--- src/rtl/chip_path_pkg.sv ---
// Shared types and helpers for the chip_path trigger/selector slice.
package chip_path_pkg;

  typedef enum logic [1:0] {
    IDLE    = 2'd0,
    ARMED   = 2'd1,
    CAPTURE = 2'd2,
    HOLDOFF = 2'd3
  } state_t;

  localparam logic MODE_PRIO = 1'b0;
  localparam logic MODE_MAX  = 1'b1;

  function automatic int clog2(input int value);
    int r;
    r = 0;
    while ((1 << r) < value) r++;
    return r;
  endfunction

endpackage

--- src/rtl/chip_path_dly.sv ---
// Ring-buffer delay line holding all channels; tap is cfg_pre accepted samples old.
module chip_path_dly
  import chip_path_pkg::*;
#(
  parameter int WIDTH = 128,
  parameter int DEPTH = 16,
  localparam int PW   = clog2(DEPTH)
) (
  input  logic             clk_sys,
  input  logic             rst_n,
  input  logic             adv,
  input  logic [WIDTH-1:0] din,
  input  logic [PW:0]      cfg_pre,
  output logic [WIDTH-1:0] dout
);

  logic [WIDTH-1:0] mem [DEPTH];
  logic [PW-1:0]    wr_ptr_reg;
  logic [PW-1:0]    rd_ptr;

  always_ff @(posedge clk_sys or negedge rst_n) begin
    if (!rst_n) begin
      wr_ptr_reg <= '0;
    end else if (adv) begin
      wr_ptr_reg <= wr_ptr_reg + 1'b1;
    end
  end

  // Storage carries no reset so it maps onto plain RAM.
  always_ff @(posedge clk_sys) begin
    if (adv) begin
      mem[wr_ptr_reg] <= din;
    end
  end

  assign rd_ptr = wr_ptr_reg - cfg_pre[PW-1:0];
  assign dout   = (cfg_pre == '0) ? din : mem[rd_ptr];

endmodule

--- src/rtl/chip_path_trig.sv ---
// Multi-channel threshold trigger: locks one channel and emits a framed
// burst of pre-trigger and post-trigger samples, then an optional holdoff.
module chip_path_trig
  import chip_path_pkg::*;
#(
  parameter int NCH       = 8,
  parameter int DW        = 16,
  parameter int LENW      = 20,
  parameter int PRE_DEPTH = 16,
  parameter int SELW      = 7
) (
  input  logic                      clk_sys,
  input  logic                      rst_n,
  input  logic [NCH*DW-1:0]         sm_data,
  input  logic                      sm_vld,
  input  logic                      buf_rdy,
  input  logic                      cfg_en,
  input  logic                      cfg_mode,
  input  logic [DW-1:0]             cfg_th,
  input  logic [LENW-1:0]           cfg_len,
  input  logic [clog2(PRE_DEPTH):0] cfg_pre,
  input  logic [15:0]               cfg_holdoff,
  output logic [DW-1:0]             d1_data,
  output logic                      d1_vld,
  output logic                      d1_sof,
  output logic                      d1_eof,
  output logic [SELW-1:0]           sel_path,
  output logic                      busy,
  output logic [15:0]               trig_cnt
);

  localparam int PW = clog2(PRE_DEPTH);

  state_t          state_reg, state_next;
  logic [LENW:0]   cnt_reg, cnt_next;
  logic [15:0]     hcnt_reg, hcnt_next;
  logic [PW:0]     fill_reg, fill_next;
  logic [SELW-1:0] sel_reg, sel_next;
  logic [15:0]     trig_reg, trig_next;
  logic [DW-1:0]   data_reg, data_next;
  logic            vld_reg, sof_reg, eof_reg;

  logic [NCH*DW-1:0] tap;
  logic [DW-1:0]     ch     [NCH];
  logic [DW-1:0]     tap_ch [NCH];
  logic [NCH-1:0]    hit;

  logic            adv, trigger, emit, last;
  logic [LENW:0]   cnt_load, cnt_cur;
  logic [SELW-1:0] prio_idx, max_idx, cand_idx, sel_idx;
  logic [DW-1:0]   max_val, tap_sel;

  assign adv = sm_vld & buf_rdy;

  chip_path_dly #(
    .WIDTH(NCH*DW),
    .DEPTH(PRE_DEPTH)
  ) u_dly (
    .clk_sys(clk_sys),
    .rst_n  (rst_n),
    .adv    (adv),
    .din    (sm_data),
    .cfg_pre(cfg_pre),
    .dout   (tap)
  );

  generate
    for (genvar gi = 0; gi < NCH; gi++) begin : g_ch
      assign ch[gi]     = sm_data[gi*DW +: DW];
      assign tap_ch[gi] = tap[gi*DW +: DW];
      assign hit[gi]    = (ch[gi] >= cfg_th);
    end
  endgenerate

  // Priority pick scans downward so the lowest hit wins; argmax uses strict
  // greater-than so ties keep the lower index.
  always_comb begin
    prio_idx = '0;
    for (int k = NCH - 1; k >= 0; k--) begin
      if (hit[k]) prio_idx = SELW'(k);
    end
    max_idx = '0;
    max_val = ch[0];
    for (int k = 1; k < NCH; k++) begin
      if (ch[k] > max_val) begin
        max_val = ch[k];
        max_idx = SELW'(k);
      end
    end
  end

  assign cand_idx = (cfg_mode == MODE_MAX) ? max_idx : prio_idx;
  assign trigger  = adv && (state_reg == ARMED) && cfg_en && (|hit) && (fill_reg >= cfg_pre);
  assign emit     = trigger || (adv && (state_reg == CAPTURE));
  assign cnt_load = (LENW+1)'(cfg_pre) + ((cfg_len == '0) ? (LENW+1)'(1) : {1'b0, cfg_len});
  assign cnt_cur  = trigger ? cnt_load : cnt_reg;
  assign last     = emit && (cnt_cur == (LENW+1)'(1));
  assign sel_idx  = trigger ? cand_idx : sel_reg;

  always_comb begin
    tap_sel = '0;
    for (int k = 0; k < NCH; k++) begin
      if (sel_idx == SELW'(k)) tap_sel = tap_ch[k];
    end
  end

  always_comb begin
    state_next = state_reg;
    cnt_next   = cnt_reg;
    hcnt_next  = hcnt_reg;
    fill_next  = fill_reg;
    sel_next   = sel_reg;
    trig_next  = trig_reg;
    data_next  = data_reg;

    if (emit) begin
      cnt_next  = cnt_cur - 1'b1;
      data_next = tap_sel;
    end
    if (trigger) begin
      sel_next = cand_idx;
      if (trig_reg != 16'hFFFF) trig_next = trig_reg + 1'b1;
    end

    if (adv) begin
      case (state_reg)
        IDLE:    if (cfg_en) state_next = ARMED;
        ARMED: begin
          if (!cfg_en)      state_next = IDLE;
          else if (trigger) state_next = CAPTURE;
        end
        HOLDOFF: begin
          if (!cfg_en)                 state_next = IDLE;
          else if (hcnt_reg < 16'd2)   state_next = ARMED;
          else                         hcnt_next  = hcnt_reg - 1'b1;
        end
        default: ;
      endcase

      // A frame never aborts; only its final word decides where to go next.
      if (last) begin
        if (cfg_holdoff != 16'd0) begin
          state_next = HOLDOFF;
          hcnt_next  = cfg_holdoff;
        end else begin
          state_next = cfg_en ? ARMED : IDLE;
        end
      end

      if (state_next == IDLE)                  fill_next = '0;
      else if (fill_reg != (PW+1)'(PRE_DEPTH)) fill_next = fill_reg + 1'b1;
    end
  end

  always_ff @(posedge clk_sys or negedge rst_n) begin
    if (!rst_n) begin
      state_reg <= IDLE;
      cnt_reg   <= '0;
      hcnt_reg  <= '0;
      fill_reg  <= '0;
      sel_reg   <= '0;
      trig_reg  <= '0;
      data_reg  <= '0;
      vld_reg   <= 1'b0;
      sof_reg   <= 1'b0;
      eof_reg   <= 1'b0;
    end else begin
      state_reg <= state_next;
      cnt_reg   <= cnt_next;
      hcnt_reg  <= hcnt_next;
      fill_reg  <= fill_next;
      sel_reg   <= sel_next;
      trig_reg  <= trig_next;
      data_reg  <= data_next;
      vld_reg   <= emit;
      sof_reg   <= trigger;
      eof_reg   <= last;
    end
  end

  assign d1_data  = data_reg;
  assign d1_vld   = vld_reg;
  assign d1_sof   = sof_reg;
  assign d1_eof   = eof_reg;
  assign sel_path = sel_reg;
  assign trig_cnt = trig_reg;
  assign busy     = (state_reg == CAPTURE) || (state_reg == HOLDOFF);

endmodule

--- config.mk ---
export PLATFORM = sky130hd
export DESIGN_NAME = chip_path_trig
export DESIGN_NICKNAME = d
export VERILOG_FILES = /design/src/rtl/chip_path_pkg.sv /design/src/rtl/chip_path_dly.sv /design/src/rtl/chip_path_trig.sv
export SDC_FILE = /design/constraint.sdc
export NUM_CORES = 2
export LEC_CHECK = 0
export CORE_ASPECT_RATIO = 1.25
export CORE_MARGIN = 8
export CORE_UTILIZATION = 50
export DETAILED_ROUTE_END_ITERATION = 10
export PLACE_DENSITY = 0.65
export SYNTH_ARGS = -nofsm -noshare
export SYNTH_HDL_FRONTEND = slang
export SYNTH_SLANG_ARGS = --single-unit
--- constraint.sdc ---
create_clock -name clk_sys -period 5.4 [get_ports clk_sys]
set_clock_uncertainty 0.1 [all_clocks]
set_input_delay 1.62 -clock clk_sys [delete_from_list [all_inputs] [get_ports clk_sys]]
set_output_delay 1.62 -clock clk_sys [all_outputs]
set_load 0.02 [all_outputs]
==> flow_metrics.tcl <==
set metrics [dict create \
    power_density_mw_per_mm2 571 \
    placed_area_sq_mm 0.109 \
    grt-ovfl-total 0 \
    synth_fp_nets 5771 \
    gp_congestion 0.994 \
    status "complete, but fails checks" \
    multi_input_area_sq_mm 0.0293 \
    die_area_sq_mm 0.199 \
    worstPathRequired_ns 6.02 \
    met2_usage_pct 49.4 \
    dp_hpwl_mm 217 \
    ctsHoldBuffers 0 \
    clk_pin_slew_ns 0.06 \
    max_freq_ghz 0.0605 \
    drt-pass1-iter-count 6 \
    grt_use_met3_pct 6.25 \
    worst_pin_slew_ns 1.16 \
    grt_pass1_wl_mm 441 \
    hold_viol 0 \
    syn_to_final_growth_pct 28.1 \
    grt_start_max_net_pins 71 \
    grt_pass1_vias 59200 \
    total_leakage_power_nw 42.3 \
    violations "negative setup slack" \
    rr_endpoint "d1_data[4]" \
    syn_inst 5319 \
    crit_start "sm_data[2]" \
    worstPathArrival_ns 17.15 \
    cp_max_fo 7 \
    htreeDepth 4 \
    synth_flop_cell "edfxtp_1" \
    die_x_um 401 \
    busiest_layer "met2" \
    rows 176 \
    finalSetupViolations 27 \
    fin_crit_ns 16.53 \
    reg2reg_from "u_dly.wr_ptr_reg[0]" \
    cp.depth 80 \
    regToRegSetupSlack_ns 0.72 \
    cts_buffers 199 \
    grt_use_met1_pct 41.3 \
    ys_ff_latch 2138 \
    drv_slew 0 \
    ir_drop_v 0.000372 \
    core_area_sq_mm 0.184 \
    vias_per_cell 6.37 \
    cpPeakStageDelay_ns 0.52 \
    final_area_sq_mm 0.119 \
    reg2regPathDepth 16 \
    nFillCells 12900 \
    netlist_area_sq_mm 0.0926 \
    io_pins 234 \
    ff_latch_area_sq_mm 0.0638 \
    yosysUniqueCellTypes 95 \
    worst_slack_ns -11.13 \
    ys_top_cells_by_area "edfxtp_1 (66%), mux4_2 (12%), ha_1 (3.5%), dfrtp_1 (2.4%), a211oi_1 (1.7%)" \
    critPathTopFamily "compound AO/OA/AOI/OAI gates" \
    drtIter0Drc 7597 \
    fin_tns_setup_ns -208.20 \
    final.period_utilization_pct 306 \
    drc 0 \
    layout-drive-gt1-share_pct 35.3 \
    async_flop_share_pct 4.21 \
    layout_commonest_cell "edfxtp_1" \
    end_kind "flop" \
    endpoint "d1_data[8]" \
    synth_edf_count 2048 \
    ctsLongestPathBuffers 3 \
    clock-sinks 2138 \
    vias 59400 \
    clockRootBuffer "clkbuf_16" \
    start_util_pct 50.3 \
    die_h_um 497 \
    startpoint_type "input pin" \
    cts_tree "built" \
    path_buf_inv 21 \
    wl_per_cell_um 34.1 \
    nets 7212 \
    path_class "in -> reg" \
    antenna_left 0 \
    maxSlewHeadroom_pct 22.6 \
    final_cell_mix "edfxtp_1 (2,048), buf_4 (971), mux4_2 (512)" \
    antenna_found_initial 17 \
    yosysSeqAreaShare_pct 68.8 \
    synth.avg_cell_area_sq_um 17.4 \
    synth_top_area_cell "edfxtp_1" \
    largest_reg_flops 2048 \
    crit_slowest_cell "or4_4" \
    cap_viol_max_count 0 \
    totalWireLength_mm 318 \
    track_usage_pct 30.9 \
    ys_warn_count 0 \
    io_buffers 233 \
    rsz0062_at_grt "yes" \
    clk_latency_ns 0.86 \
    hold_class "reg -> reg" \
    synth_top_area_share_pct 66.4 \
]
area by class of cell:
class | count | share of cell area, %
sequential | 2138 | 53.7
multi-input combinational | 2764 | 24.7
timing repair buffer | 1518 | 13.0
clock buffer | 241 | 4.40
tap | 2403 | 2.53
clock inverter | 124 | 1.16
inverter | 139 | 0.477
antenna | 5 | 0.0105
worst register-to-register path, delay by kind of cell, from the launching register on:
family                     cells  cell delay (ns)
DFF                            1             0.40
buffers and inverters          5             0.95
muxes                          2             0.62
adders and majority gates      2             0.95
and+or+nand+nor                1             0.17
AOI/OAI and AO/OA              6             1.35
synthesized netlist by cell type (12+ instances only):
cell / instances
mux2i_1: 156
nor2_1: 128
o21a_1: 21
inv_1: 137
mux2_2: 22
ha_1: 259
nor2b_1: 16
o31ai_1: 14
mux4_2: 512
nor3_1: 40
xnor2_1: 30
clkbuf_1: 208
dfrtp_1: 90
a31oi_1: 33
xor2_1: 12
a21o_1: 37
o211ai_1: 48
edfxtp_1: 2048
nand2b_1: 23
buf_1: 60
nor4_1: 19
and3_1: 23
a211oi_1: 215
a21oi_1: 239
and2_1: 118
nand4_1: 34
nand2_1: 323
o21ai_0: 137
nand3_1: 82
o22ai_1: 21
per-layer routing:
layer | routed length [um] | up-vias
met3 | 30900 | 640
met4 | 18300 | 10
met5 | 70 | -
met2 | 148000 | 3349
met1 | 120000 | 30800
li1 | - | 24600
kinds of logic (layout without fill, tap and decap cells):
| logic type | count (synthesis) | in the layout | synth area share [%] |
|---|---|---|---|
| adders and majority gates | 261 | 261 | 3.54 |
| other | 0 | 5 | 0 |
| and+or+nand+nor | 865 | 866 | 4.53 |
| DFF | 2138 | 2138 | 68.8 |
| muxes | 694 | 694 | 14.5 |
| xor gates and xnor gates | 42 | 42 | 0.397 |
| buffers and inverters | 418 | 2022 | 1.72 |
| AOI/OAI and AO/OA | 901 | 901 | 6.53 |
repair_timing:
item,4_1_cts,5_1_grt
pin swaps,53,126
setup endpoints to repair,59,57
cloned,5,7
resized for setup,222,291
buffers inserted,33,62
endpoints found under the hold margin,0,0
report_power, final:
group          internal (W)  total, W  switching (W)
clock               0.00810    0.0143        0.00625
sequential           0.0191    0.0196       0.000437
combinational        0.0157    0.0338         0.0181
through the flow:
stage | util, % | instances | hold slack, ns | power [W] | worst slack (ns)
final | 64.4 | 9332 | 0.393 | 0.0677 | -11.13
after global routing | 64.4 | 9328 | 0.416 | 0.0700 | -11.61
after CTS | 63.4 | 9262 | 0.393 | 0.0669 | -10.92
after detailed placement | 59.2 | 8859 | 0.376 | 0.0518 | -12.33
after global placement | 59.2 | 8859 | 0.362 | 0.0518 | -11.99
after floorplan | - | 5319 | 0.345 | 0.0354 | -10.61
how the worst min path moves through the flow:
stage | end | depth (start not counted) | from
detailed placement | cnt_reg[0] | 2 | cnt_reg[0]
global placement | cnt_reg[1] | 2 | cnt_reg[1]
finish | cnt_reg[0] | 2 | cnt_reg[0]
floorplan | cnt_reg[1] | 2 | cnt_reg[1]
global route | trig_cnt[15] | 1 | trig_cnt[15]
CTS | cnt_reg[0] | 2 | cnt_reg[0]
Power figures use the tool's default switching activity.
